===== src/rtl/collision_check_seq_if.sv =====
// Bundle of the collision query handshake, the board read port and the
// response handshake. The checker sits on the slave side; the game control
// FSM together with the board RAM sit on the master side.
interface collision_check_seq_if #(
  parameter int COORD_W = 6,
  parameter int CELL_W  = 3,
  parameter int ADDR_W  = 8
);
  logic                   req_valid;
  logic                   req_ready;
  logic [4*COORD_W-1:0]   req_x;
  logic [4*COORD_W-1:0]   req_y;

  logic                   rd_en;
  logic [ADDR_W-1:0]      rd_addr;
  logic [CELL_W-1:0]      rd_data;

  logic                   resp_valid;
  logic                   resp_ready;
  logic                   resp_collided;
  logic [3:0]             resp_mask;
  logic                   resp_oob;

  modport slave (
    input  req_valid, req_x, req_y, rd_data, resp_ready,
    output req_ready, rd_en, rd_addr,
    output resp_valid, resp_collided, resp_mask, resp_oob
  );

  modport master (
    output req_valid, req_x, req_y, rd_data, resp_ready,
    input  req_ready, rd_en, rd_addr,
    input  resp_valid, resp_collided, resp_mask, resp_oob
  );
endinterface


===== src/rtl/collision_check_seq.sv =====
// Sequential collision checker for a four-cell brick placement against a
// board held in a RAM with a one-cycle read latency.
//
// state | meaning
// ------+-------------------------------------------------------------
// IDLE  | waiting for a query; req_ready high
// RD    | one cell per cycle (idx 0..3); read issued for in-bounds cells
// DRAIN | no read; the last cell's RAM data is captured here
// RESP  | response presented until the consumer takes it
//
// rd_en/rd_addr are registered, so the read for a cell is prepared on the
// edge before that cell's RD cycle: cell 0 on the accepting edge, cell k+1
// on the edge leaving cell k. Out-of-bounds cells never raise rd_en, so an
// illegal address cannot reach the RAM.
module collision_check_seq #(
  parameter int BOARD_W = 10,
  parameter int BOARD_H = 20,
  parameter int COORD_W = 6,
  parameter int CELL_W  = 3,
  parameter int ADDR_W  = 8
) (
  input  logic                    clk,
  input  logic                    rst_n,
  collision_check_seq_if.slave    bus
);

  typedef enum logic [1:0] {
    IDLE  = 2'd0,
    RD    = 2'd1,
    DRAIN = 2'd2,
    RESP  = 2'd3
  } state_t;

  state_t                 state;
  logic [1:0]             idx;
  logic [4*COORD_W-1:0]   lat_x;
  logic [4*COORD_W-1:0]   lat_y;

  // read issued in the previous cycle, and which cell it belongs to
  logic                   rd_pend;
  logic [1:0]             rd_pend_idx;

  logic                   rd_en_q;
  logic [ADDR_W-1:0]      rd_addr_q;
  logic                   resp_valid_q;
  logic                   resp_collided_q;
  logic [3:0]             resp_mask_q;
  logic                   resp_oob_q;

  logic [1:0]             nxt_idx;
  logic [COORD_W-1:0]     cur_x, cur_y;
  logic [COORD_W-1:0]     nxt_x, nxt_y;
  logic [COORD_W-1:0]     acc_x, acc_y;
  logic                   cur_in, nxt_in, acc_in;
  logic [ADDR_W-1:0]      nxt_addr, acc_addr;
  logic [3:0]             mask_nxt;

  function automatic int sext(input logic [COORD_W-1:0] v);
    logic [31:0] w;
    w = {{(32-COORD_W){v[COORD_W-1]}}, v};
    return int'(w);
  endfunction

  function automatic logic cell_in_bounds(input logic [COORD_W-1:0] x,
                                          input logic [COORD_W-1:0] y);
    int xi;
    int yi;
    xi = sext(x);
    yi = sext(y);
    return (xi >= 0) && (xi <= BOARD_W - 1) && (yi >= 0) && (yi <= BOARD_H - 1);
  endfunction

  // only meaningful for in-bounds cells, where both coordinates are non-negative
  function automatic logic [ADDR_W-1:0] cell_addr(input logic [COORD_W-1:0] x,
                                                  input logic [COORD_W-1:0] y);
    int xi;
    int yi;
    xi = sext(x);
    yi = sext(y);
    return ADDR_W'(yi * BOARD_W + xi);
  endfunction

  // Decode current/next/incoming cell and fold this edge's updates into the mask.
  always_comb begin
    nxt_idx  = idx + 2'd1;
    cur_x    = lat_x[idx*COORD_W +: COORD_W];
    cur_y    = lat_y[idx*COORD_W +: COORD_W];
    nxt_x    = lat_x[nxt_idx*COORD_W +: COORD_W];
    nxt_y    = lat_y[nxt_idx*COORD_W +: COORD_W];
    acc_x    = bus.req_x[COORD_W-1:0];
    acc_y    = bus.req_y[COORD_W-1:0];
    cur_in   = cell_in_bounds(cur_x, cur_y);
    nxt_in   = cell_in_bounds(nxt_x, nxt_y);
    acc_in   = cell_in_bounds(acc_x, acc_y);
    nxt_addr = cell_addr(nxt_x, nxt_y);
    acc_addr = cell_addr(acc_x, acc_y);

    mask_nxt = resp_mask_q;
    if (rd_pend && (bus.rd_data != CELL_W'(0))) begin
      mask_nxt[rd_pend_idx] = 1'b1;
    end
    if ((state == RD) && !cur_in) begin
      mask_nxt[idx] = 1'b1;
    end
  end

  // Main controller: state, cell walk, read strobe and response registers.
  always_ff @(posedge clk or negedge rst_n) begin
    if (!rst_n) begin
      state           <= IDLE;
      idx             <= 2'd0;
      lat_x           <= '0;
      lat_y           <= '0;
      rd_pend         <= 1'b0;
      rd_pend_idx     <= 2'd0;
      rd_en_q         <= 1'b0;
      rd_addr_q       <= '0;
      resp_valid_q    <= 1'b0;
      resp_collided_q <= 1'b0;
      resp_mask_q     <= 4'b0000;
      resp_oob_q      <= 1'b0;
    end else begin
      rd_pend     <= rd_en_q;
      rd_pend_idx <= idx;
      case (state)
        IDLE: begin
          if (bus.req_valid) begin
            lat_x           <= bus.req_x;
            lat_y           <= bus.req_y;
            resp_mask_q     <= 4'b0000;
            resp_oob_q      <= 1'b0;
            resp_collided_q <= 1'b0;
            idx             <= 2'd0;
            rd_en_q         <= acc_in;
            rd_addr_q       <= acc_in ? acc_addr : '0;
            state           <= RD;
          end
        end
        RD: begin
          resp_mask_q     <= mask_nxt;
          resp_collided_q <= |mask_nxt;
          if (!cur_in) begin
            resp_oob_q <= 1'b1;
          end
          idx <= nxt_idx;
          if (idx == 2'd3) begin
            rd_en_q   <= 1'b0;
            rd_addr_q <= '0;
            state     <= DRAIN;
          end else begin
            rd_en_q   <= nxt_in;
            rd_addr_q <= nxt_in ? nxt_addr : '0;
          end
        end
        DRAIN: begin
          resp_mask_q     <= mask_nxt;
          resp_collided_q <= |mask_nxt;
          resp_valid_q    <= 1'b1;
          state           <= RESP;
        end
        RESP: begin
          if (bus.resp_ready) begin
            resp_valid_q <= 1'b0;
            state        <= IDLE;
          end
        end
        default: state <= IDLE;
      endcase
    end
  end

  assign bus.req_ready     = (state == IDLE);
  assign bus.rd_en         = rd_en_q;
  assign bus.rd_addr       = rd_addr_q;
  assign bus.resp_valid    = resp_valid_q;
  assign bus.resp_collided = resp_collided_q;
  assign bus.resp_mask     = resp_mask_q;
  assign bus.resp_oob      = resp_oob_q;

endmodule

===== src/flat_wrapper.sv =====
// flat-port wrapper written by rule: the top's interface ports become plain ports
module collision_check_seq_flat 
#(
  parameter int BOARD_W = 10,
  parameter int BOARD_H = 20,
  parameter int COORD_W = 6,
  parameter int CELL_W  = 3,
  parameter int ADDR_W  = 8
)
  (clk, rst_n, bus_req_valid, bus_req_x, bus_req_y, bus_rd_data, bus_resp_ready, bus_req_ready, bus_rd_en, bus_rd_addr, bus_resp_valid, bus_resp_collided, bus_resp_mask, bus_resp_oob);
  collision_check_seq_if #(.COORD_W(COORD_W), .CELL_W(CELL_W), .ADDR_W(ADDR_W)) bus_i ();
  input  logic clk;
  input  logic rst_n;
  input wire logic [$bits(bus_i.req_valid)-1:0] bus_req_valid;
  input wire logic [$bits(bus_i.req_x)-1:0] bus_req_x;
  input wire logic [$bits(bus_i.req_y)-1:0] bus_req_y;
  input wire logic [$bits(bus_i.rd_data)-1:0] bus_rd_data;
  input wire logic [$bits(bus_i.resp_ready)-1:0] bus_resp_ready;
  output wire logic [$bits(bus_i.req_ready)-1:0] bus_req_ready;
  output wire logic [$bits(bus_i.rd_en)-1:0] bus_rd_en;
  output wire logic [$bits(bus_i.rd_addr)-1:0] bus_rd_addr;
  output wire logic [$bits(bus_i.resp_valid)-1:0] bus_resp_valid;
  output wire logic [$bits(bus_i.resp_collided)-1:0] bus_resp_collided;
  output wire logic [$bits(bus_i.resp_mask)-1:0] bus_resp_mask;
  output wire logic [$bits(bus_i.resp_oob)-1:0] bus_resp_oob;
  assign bus_i.req_valid = bus_req_valid;
  assign bus_i.req_x = bus_req_x;
  assign bus_i.req_y = bus_req_y;
  assign bus_i.rd_data = bus_rd_data;
  assign bus_i.resp_ready = bus_resp_ready;
  assign bus_req_ready = bus_i.req_ready;
  assign bus_rd_en = bus_i.rd_en;
  assign bus_rd_addr = bus_i.rd_addr;
  assign bus_resp_valid = bus_i.resp_valid;
  assign bus_resp_collided = bus_i.resp_collided;
  assign bus_resp_mask = bus_i.resp_mask;
  assign bus_resp_oob = bus_i.resp_oob;
  collision_check_seq #(.BOARD_W(BOARD_W), .BOARD_H(BOARD_H), .COORD_W(COORD_W), .CELL_W(CELL_W), .ADDR_W(ADDR_W)) u_core (.clk(clk), .rst_n(rst_n), .bus(bus_i));
endmodule

===== config.mk =====
export PLATFORM = sky130hd
export DESIGN_NAME = collision_check_seq_flat
export DESIGN_NICKNAME = d
export VERILOG_FILES = /design/src/rtl/collision_check_seq_if.sv /design/src/rtl/collision_check_seq.sv /design/src/flat_wrapper.sv
export SDC_FILE = /design/constraint.sdc
export NUM_CORES = 1
export LEC_CHECK = 0
export ABC_AREA = 1
export BUFFER_PORTS_ARGS = -buffer_cell sky130_fd_sc_hd__buf_2
export CORE_ASPECT_RATIO = 1.2
export CORE_MARGIN = 2
export CORE_UTILIZATION = 49
export CTS_CLUSTER_SIZE = 30
export DETAILED_ROUTE_END_ITERATION = 12
export HOLD_SLACK_MARGIN = 0.08
export PLACE_DENSITY_LB_ADDON = 0.25
export SETUP_SLACK_MARGIN = 0.5
export SKIP_LAST_GASP = 1
export SYNTH_ARGS = -nofsm -noshare
export SYNTH_HDL_FRONTEND = slang
export SYNTH_SLANG_ARGS = --single-unit

===== constraint.sdc =====
create_clock -name clk -period 7.7 [get_ports clk]
set_clock_uncertainty 0.05 [all_clocks]
set_input_delay 0.77 -clock clk [delete_from_list [all_inputs] [get_ports clk]]
set_output_delay 0.77 -clock clk [all_outputs]
set_load 0.005 [all_outputs]

==> key figures, run 1 <==
STA
  • Least-Margin Pin Slew: 0.888 ns
  • Max Clk Rate: around 0.24 GHz
  • Rel. slew slack: 0.408
  • Setup TNS: 0 ns
  • Final Hold Vio Count: 0
  • Final setup vio count: 0
  • Unrepaired setup endpoints after global routing: false
  • Period utilization: 0.538
  • PnR worst setup slack: between 3 and 4 ns
  • Tmin final: between 4 and 5 ns
  • Slew Limit Fails: 0

Logic synthesis
  • Main combinational cell family by area after synthesis: simple AND/OR/NAND/NOR gates
  • Complex-gate fraction of the synthesized area: 0.104
  • Syn Inst Count: between 500 and 600
  • Post-Synth Adder-Cell Area: 0.124
  • FF+latch count, synth: 71
  • Main synth FF type: dfrtp_1
  • Number of flops mapped to enable cells by yosys: 0
  • Synth top area cells: dfrtp_1, nand2_1, ha_1
  • Synth Area in Simple Gates: 0.283
  • Avg Inst Size Synth: about 7.6 sq um
  • Area leader, netlist: dfrtp_1
  • Top-area cell type share of the netlist area: 0.398
  • Post-Syn Area: approximately 4500 sq um
  • Yosys cell types: 32
  • Post-Syn Nets: a little under 700
  • Mux cell area share after synthesis: 0
  • Seq/Total Area, Yosys: 0.398
  • Yosys warns: 0
  • Post-synth ARST share: 1.00
  • Xor/xnor share of the synthesized area: 0.0157

Job
  • Total of max-cap violations: 0

Setup path
  • Data arrival, critical path: approximately 4.3 ns
  • Critical path class: reg -> reg
  • Worst EP required: 7.90 ns
  • Crit end category: flop
  • Slowest cell on the critical path: ha_1
  • CP max stage delay: about 0.59 ns
  • Worst path cell trace: buf_4, inv_6, ha_1, inv_2, nand3_1, nand2_1, inv_1, ha_1, ha_1, fa_1, xor2_1, ha_1, nand2_1, nor3_1, nor2_1, inv_1, nand2_1, nand3_1, nand2_1, nand2_1, nand2_1
  • CP dominant cell by count: nand2_1
  • Worst-path fanout max: 31
  • Worst Setup Start Kind: flop

GRT
  • Met1 Use GR: 0.272
  • GRT Util Overall: 0.227
  • Initial antenna violation count: 0
  • Met3 Usage GRT: 0.0509
  • First-pass GRT wire length: between 15000 and 20000 um
  • GR met2 Demand/Resource: 0.408
  • Grt peak-use layer: met2
  • Vias in the first global route: around 3900
  • Largest net degree at the start of global routing: just over 70
  • GRT overflow: 0

Cells and area
  • # fillers: just under 900
  • Seq. cell area: 1780 sq um
  • ANT cells: 0
  • Nets: between 700 and 800
  • Most frequent cells in the layout: nand2_1, buf_2, dfrtp_1
  • Non-filler cells in the finished layout: about 780
  • Area grow syn2layout: 14.4%
  • Multi-input logic area: around 2400 sq um
  • Fraction of layout cells with a size suffix above 1: 0.162
  • Leading cell type in the layout, fill and taps excluded: nand2_1
  • Post-route cell area: slightly above 5000 sq um

Placed design
  • Post-DP HPWL: 8120 um
  • Dpl ws: about 3.6 ns
  • Placer Congestion: ~0.9
  • I/O Buffers: slightly above 70
  • Placed cells: 765
  • Area post-placement: roughly 4900 sq um

CTS
  • CTS tree: done
  • Clock-pin slew on the worst setup and hold paths: approximately 0.07 ns
  • Clock Tree Buf Depth: 2
  • Clk Tree Root Cell: clkbuf_8
  • Post-CTS setup buffer count: 0
  • # clock sinks: a little over 70
  • TritonCTS Buffers: 9
  • Clk_lat worst skew: around 0.36 ns
  • Post-CTS sizing: 0
  • Hold Buf Count CTS: 0
  • CTS H-tree lvls: 3

Route
  • Vias per cell: ~5.1
  • DRC: 0
  • Vias: between 3000 and 4000
  • First-pass detailed-route iteration total: 4
  • Post-DRT Antenna Nets: 0
  • Initial DRC Count: between 150 and 200
  • Post-Route WL: approximately 10000 um
  • WL/cell: approximately 13 um

Die
  • Core box area: 8940 sq um
  • Die area: ~9900 sq um
  • I/O pin count: between 70 and 80
  • FP Rows: 38
  • Chip Height: 109 um
  • Initial core utilization: 0.500
  • Die width: 91.2 um

Run status
  • Status: completed

Min path
  • Min-Delay Path Class: reg -> reg
final cells by class:
| type | instances | area share |
|---|---|---|
| flip-flops and latches | 71 | 0.348 |
| inverters | 60 | 0.0451 |
| multi-input cells | 439 | 0.461 |
| clock buffers | 11 | 0.0257 |
| clock inverters | 5 | 0.0159 |
| well taps | 120 | 0.0294 |
| repair buffers | 75 | 0.0754 |
synthesized netlist by cell type (4+ instances only):
master / count
a21oi_1: 13
a22o_1: 4
a31oi_1: 11
buf_6: 4
clkbuf_1: 9
dfrtp_1: 71
fa_1: 4
ha_1: 38
inv_1: 55
inv_2: 4
nand2_1: 224
nand2_2: 4
nand3_1: 41
nor2_1: 28
o21ai_0: 43
xor2_1: 6
per-stage QoR:
stage	utilization	hold slack, ns
4_1_cts	0.572	0.361
6_report	0.572	0.361
3_3_place_gp	0.548	0.340
5_1_grt	0.572	0.368
3_5_place_dp	0.548	0.345
2_1_floorplan	-	0.346
final timing paths:
path / startpoint / end / slack [ns] / cells past startpoint
hold reg to reg: u_core.bus.rd_en / u_core.rd_pend / 0.36 / 0
min in group asynchronous: rst_n / u_core.lat_x[23] / 0.57 / 2
setup reg to reg: u_core.idx[0] / u_core.bus.rd_addr[7] / 3.56 / 21
max in group asynchronous: rst_n / u_core.bus.rd_addr[0] / 6.46 / 2
hold / removal: u_core.bus.rd_en / u_core.rd_pend / 0.36 / 0
setup / recovery: u_core.idx[0] / u_core.bus.rd_addr[7] / 3.56 / 21
kinds of logic after synthesis:
family	count (synthesis)
compound gates	80
xor+xnor	8
flops	71
fa+ha+maj	42
buf+inv	78
simple gates	309
critical path, delay by kind of cell (launching register included):
family,cells,cell delay [ns]
xor+xnor,1,0.17
buf+inv,5,0.85
fa+ha+maj,5,1.78
flops,1,0.34
simple gates,10,0.82
flip-flops by register name (all words and copies together) (netlist names):
name,count
u_core.bus.resp_valid,1
u_core.lat_x,24
u_core.lat_y,24
u_core.bus.rd_addr,8
u_core.rd_pend_idx,2
u_core.idx,2
u_core.bus.resp_mask,4
u_core.bus.resp_collided,1
u_core.state,2
u_core.bus.rd_en,1
u_core.bus.resp_oob,1
u_core.rd_pend,1
per-layer routing:
| metal | wire [um] | vias to the layer above |
|---|---|---|
| met2 | 5340 | 77 |
| met3 | 449 | 13 |
| met5 | 0 | - |
| met4 | 164 | 0 |
| met1 | 4530 | 1869 |
| li1 | - | 2033 |
Power of run 1 is not shown: default switching activity piles up to over one toggle a cycle in this logic, so the estimate is an artifact.
==> inputs of run 2 (changes only) <==
==> constraint.sdc (replaced) <==
create_clock -name clk -period 3.7 [get_ports clk]
set_clock_uncertainty 0.05 [all_clocks]
set_input_delay 0.37 -clock clk [delete_from_list [all_inputs] [get_ports clk]]
set_output_delay 0.37 -clock clk [all_outputs]
set_load 0.005 [all_outputs]
==> key figures, run 2 (synthesized netlist as in run 1, its figures left out) <==
Run status
  • Status: completed

Setup path
  • Worst reg2reg path endpoint: u_core.bus.rd_addr[7]
  • Crit end category: flop
  • Reg2reg path depth: 19
  • CP max stage delay: between 0.4 and 0.5 ns
  • Number of buffers and inverters on the critical path: 4
  • Worst Setup Start Kind: flop
  • Worst EP required: about 3.9 ns
  • Data arrival, critical path: approximately 3.3 ns
  • CP top delay family: adder cells
  • Worst path cell trace: inv_8, ha_4, buf_12, clkinv_8, a21oi_2, a32oi_2, ha_4, fa_2, xor2_1, ha_1, nand2_1, nor3_1, nor2_1, inv_1, nand2_1, nand3_1, nand2_1, nand2_1, nand2_1
  • Slowest cell on the critical path: dfrtp_2
  • Reg2Reg Setup Slack: ~0.58 ns
  • Worst-path fanout max: 5
  • Critical path class: reg -> reg
  • CP dominant cell by count: nand2_1
  • RR Startpoint: u_core.idx[0]

CTS
  • # clock sinks: roughly 70
  • CTS H-tree lvls: 3
  • Hold Buf Count CTS: 0
  • CTS tree: done
  • Clk Tree Root Cell: clkbuf_8
  • TritonCTS Buffers: 9
  • Clk_lat worst skew: approximately 0.36 ns
  • Clock-pin slew on the worst setup and hold paths: 0.08 ns
  • Clock Tree Buf Depth: 2

Route
  • Vias per cell: 5.09
  • Initial DRC Count: 258
  • Vias: 4039
  • First-pass detailed-route iteration total: 5
  • WL/cell: ~14 um
  • DRC: 0
  • Post-Route WL: around 11000 um
  • Post-DRT Antenna Nets: 0

STA
  • Least-Margin Pin Slew: around 0.89 ns
  • Final hold slack: roughly 0.13 ns
  • Final Hold Vio Count: 0
  • Slew Limit Fails: 0
  • Period utilization: 0.843
  • Unrepaired setup endpoints after global routing: true
  • Rel. slew slack: 0.405
  • Tmin final: about 3.1 ns
  • Max Clk Rate: about 0.32 GHz
  • Final setup vio count: 0
  • Setup TNS: 0 ns

Cells and area
  • Fraction of layout cells with a size suffix above 1: 0.215
  • Nets: 765
  • Area grow syn2layout: 19.9%
  • Post-route cell area: around 5400 sq um
  • Most frequent cells in the layout: nand2_1, buf_2, dfrtp_1
  • Leading cell type in the layout, fill and taps excluded: nand2_1
  • ANT cells: 0

GRT
  • GRT Util Overall: 0.235
  • Largest net degree at the start of global routing: 72
  • Vias in the first global route: 4001
  • GRT overflow: 0
  • Initial antenna violation count: 0
  • First-pass GRT wire length: roughly 18000 um

Die
  • Die area: slightly below 10000 sq um
  • I/O pin count: 72
  • FP Rows: 38
  • Initial core utilization: 0.500
  • Die width: about 90 um
  • Chip Height: roughly 110 um
  • Core box area: around 9000 sq um

Placed design
  • Post-DP HPWL: around 8200 um
  • Placer Congestion: about 0.92
  • Area post-placement: ~5000 sq um
  • I/O Buffers: 71

Min path
  • Min-Delay Path Class: in -> async

Job
  • Total of max-cap violations: 0
## run 2: changes by cell type in the layout (fill, tap and decap cells not counted), sizes merged
cell and change:
inv +1, buf +11, clkbuf -1, clkinvlp +1
clkinv +1, bufinv -1
## run 2: metrics by stage
step	setup WS, ns	utilization	instances
after detailed placement	0.361	0.558	766
after global routing	0.391	0.599	793
after global placement	0.430	0.558	766
final	0.580	0.599	793
after floorplan	0.418	-	588
after CTS	0.520	0.583	785
## run 2: final cells by class
| class | instances | area [sq um] |
|---|---|---|
| Tap cell | 120 | 150 |
| Clock buffer | 10 | 128 |
| Fill cell | 880 | 3580 |
| Timing Repair Buffer | 86 | 495 |
| Timing Repair inverter | 1 | 8.76 |
| Inverter | 60 | 248 |
| Sequential cell | 71 | 1780 |
| Clock inverter | 6 | 67.6 |
| Multi-Input combinational cell | 439 | 2480 |
## run 2: per-layer routing
layer | up-vias | global-route usage | share of wire
li1 | 2052 | - | -
met1 | 1870 | 0.291 | 0.43
met2 | 99 | 0.413 | 0.51
met3 | 18 | 0.0383 | 0.046
met4 | 0 | 0.0931 | 0.019
met5 | - | 0 | 0
## run 2: worst max path at each step
stage,cells after the start,slack [ns],start,endpoint
floorplan,22,0.42,u_core.idx[0],u_core.bus.rd_addr[7]
finish,19,0.58,u_core.idx[0],u_core.bus.rd_addr[7]
detailed placement,19,0.36,u_core.idx[1],u_core.bus.rd_addr[7]
global route,19,0.39,u_core.idx[0],u_core.bus.rd_addr[7]
CTS,19,0.52,u_core.idx[0],u_core.bus.rd_addr[7]
global placement,19,0.43,u_core.idx[1],u_core.bus.rd_addr[7]
## run 2: what timing repair did
action                                  in CTS  in global routing
cloned                                       0                  1
endpoints found under the setup margin       2                  2
buffers inserted                             3                  7
pin swaps                                    1                  9
gates resized for setup                      4                 19
Power of run 2 is left out for the same reason.
==> inputs of run 3 (changes only) <==
==> constraint.sdc (replaced) <==
create_clock -name clk -period 2.77 [get_ports clk]
set_clock_uncertainty 0.05 [all_clocks]
set_input_delay 0.277 -clock clk [delete_from_list [all_inputs] [get_ports clk]]
set_output_delay 0.277 -clock clk [all_outputs]
set_load 0.005 [all_outputs]
==> key figures, run 3 (synthesized netlist as in run 1, its figures left out) <==
Min path
  • Min-Delay Path Class: in -> reg

GRT
  • GRT overflow: 0
  • First-pass GRT wire length: 19800 um
  • GRT Util Overall: 0.257
  • Largest net degree at the start of global routing: 52
  • Vias in the first global route: 4290
  • Initial antenna violation count: 0

Setup path
  • Reg2Reg Setup Slack: -0.29 ns
  • Worst Setup Start Kind: flop
  • Worst-path fanout max: 8
  • Worst EP required: about 3 ns
  • Data arrival, critical path: 3.33 ns
  • Crit end category: flop
  • Critical path class: reg -> reg

Placed design
  • Placer Congestion: 0.901
  • Post-DP HPWL: between 8000 and 9000 um
  • I/O Buffers: slightly above 70

CTS
  • # clock sinks: between 70 and 80
  • TritonCTS Buffers: 9
  • Clock Tree Buf Depth: 2
  • CTS H-tree lvls: 3
  • Clock-pin slew on the worst setup and hold paths: roughly 0.080 ns
  • Clk_lat worst skew: between 0.3 and 0.4 ns
  • CTS tree: done
  • Clk Tree Root Cell: clkbuf_8

STA
  • Max Clk Rate: ~0.33 GHz
  • Final Hold Vio Count: 0
  • Slew Limit Fails: 0
  • Setup TNS: -0.574 ns
  • Rel. slew slack: 0.673
  • PnR worst setup slack: -0.294 ns
  • Final setup vio count: 3
  • Tmin final: roughly 3.1 ns
  • Unrepaired setup endpoints after global routing: true
  • Least-Margin Pin Slew: slightly below 0.5 ns
  • Period utilization: 1.11

Die
  • Die width: about 90 um
  • Core box area: just under 9000 sq um
  • FP Rows: 38
  • Die area: 9900 sq um
  • Chip Height: about 110 um
  • Initial core utilization: 0.500
  • I/O pin count: 72

Cells and area
  • Most frequent cells in the layout: nand2_1, buf_2, dfrtp_1
  • ANT cells: 0
  • Area grow syn2layout: 33.4%
  • Leading cell type in the layout, fill and taps excluded: nand2_1
  • Nets: around 830
  • Fraction of layout cells with a size suffix above 1: 0.236

Run status
  • Failing checks: negative setup slack
  • Status: finished, violations left

Job
  • Total of max-cap violations: 0

Route
  • WL/cell: about 14 um
  • Post-DRT Antenna Nets: 0
  • Vias per cell: between 5 and 6
  • First-pass detailed-route iteration total: 5
  • Initial DRC Count: roughly 250
  • Post-Route WL: between 10000 and 15000 um
  • DRC: 0
  • Vias: 4330
-- run 3: worst paths after layout --
path | to | startpoint | cells past startpoint
worst min-delay path | u_core.lat_y[3] | bus_req_y[3] | 3
max in group asynchronous | u_core.bus.rd_addr[0] | rst_n | 3
worst max register to register | u_core.bus.rd_addr[7] | u_core.idx[0] | 20
worst max-delay path | u_core.bus.rd_addr[7] | u_core.idx[0] | 20
worst min register to register | u_core.rd_pend | u_core.bus.rd_en | 0
min in group asynchronous | u_core.lat_x[11] | rst_n | 2
-- run 3: critical path, cell delays in order, from the launching register on --
cell,delay (ns)
dfrtp_2,0.44
inv_8,0.04
ha_4,0.34
inv_8,0.06
nand3_2,0.06
nand2_2,0.06
inv_2,0.09
ha_4,0.21
ha_4,0.16
fa_2,0.33
xor2_1,0.15
ha_1,0.34
a21oi_2,0.12
o21ai_1,0.06
nor2_1,0.13
inv_1,0.05
nand2_1,0.06
nand3_1,0.07
nand2_1,0.06
nand2_1,0.05
nand2_1,0.06
-- run 3: layout make-up --
| type | instances | area (sq um) |
|---|---|---|
| inverters | 60 | 243 |
| clock inverters | 3 | 25.0 |
| well taps | 120 | 150 |
| clock buffers | 13 | 169 |
| multi-input cells | 439 | 2550 |
| fillers | 819 | 2980 |
| repair buffers | 147 | 1040 |
| flip-flops and latches | 71 | 1780 |
-- run 3: repair_timing --
action | 4_1_cts | 5_1_grt
hold buffers | 39 | 0
setup buffers | 6 | 3
pin swaps | 15 | 13
resized for setup | 13 | 11
endpoints found under the hold margin | 57 | 0
endpoints found under the setup margin | 8 | 9
-- run 3: per-layer routing --
layer / track usage / share of wire / up-vias
met1: 0.303 / 0.42 / 2057
met5: 0 / 0 / -
li1: - / - / 2170
met3: 0.0439 / 0.039 / 16
met2: 0.465 / 0.52 / 87
met4: 0.102 / 0.019 / 0
-- run 3: through the flow --
stage / instances / worst slack, ns / instance area, sq um / hold WS (ns) / util
finish: 853 / -0.294 / 5960 / 0.104 / 0.667
detailed placement: 789 / -0.378 / 5210 / 0.202 / 0.583
floorplan: 588 / -0.512 / 4620 / -0.0686 / -
global route: 853 / -0.493 / 5960 / 0.104 / 0.667
CTS: 850 / -0.315 / 5890 / 0.0932 / 0.658
global placement: 789 / -0.284 / 5210 / 0.196 / 0.583
Power of run 3 is left out for the same reason.
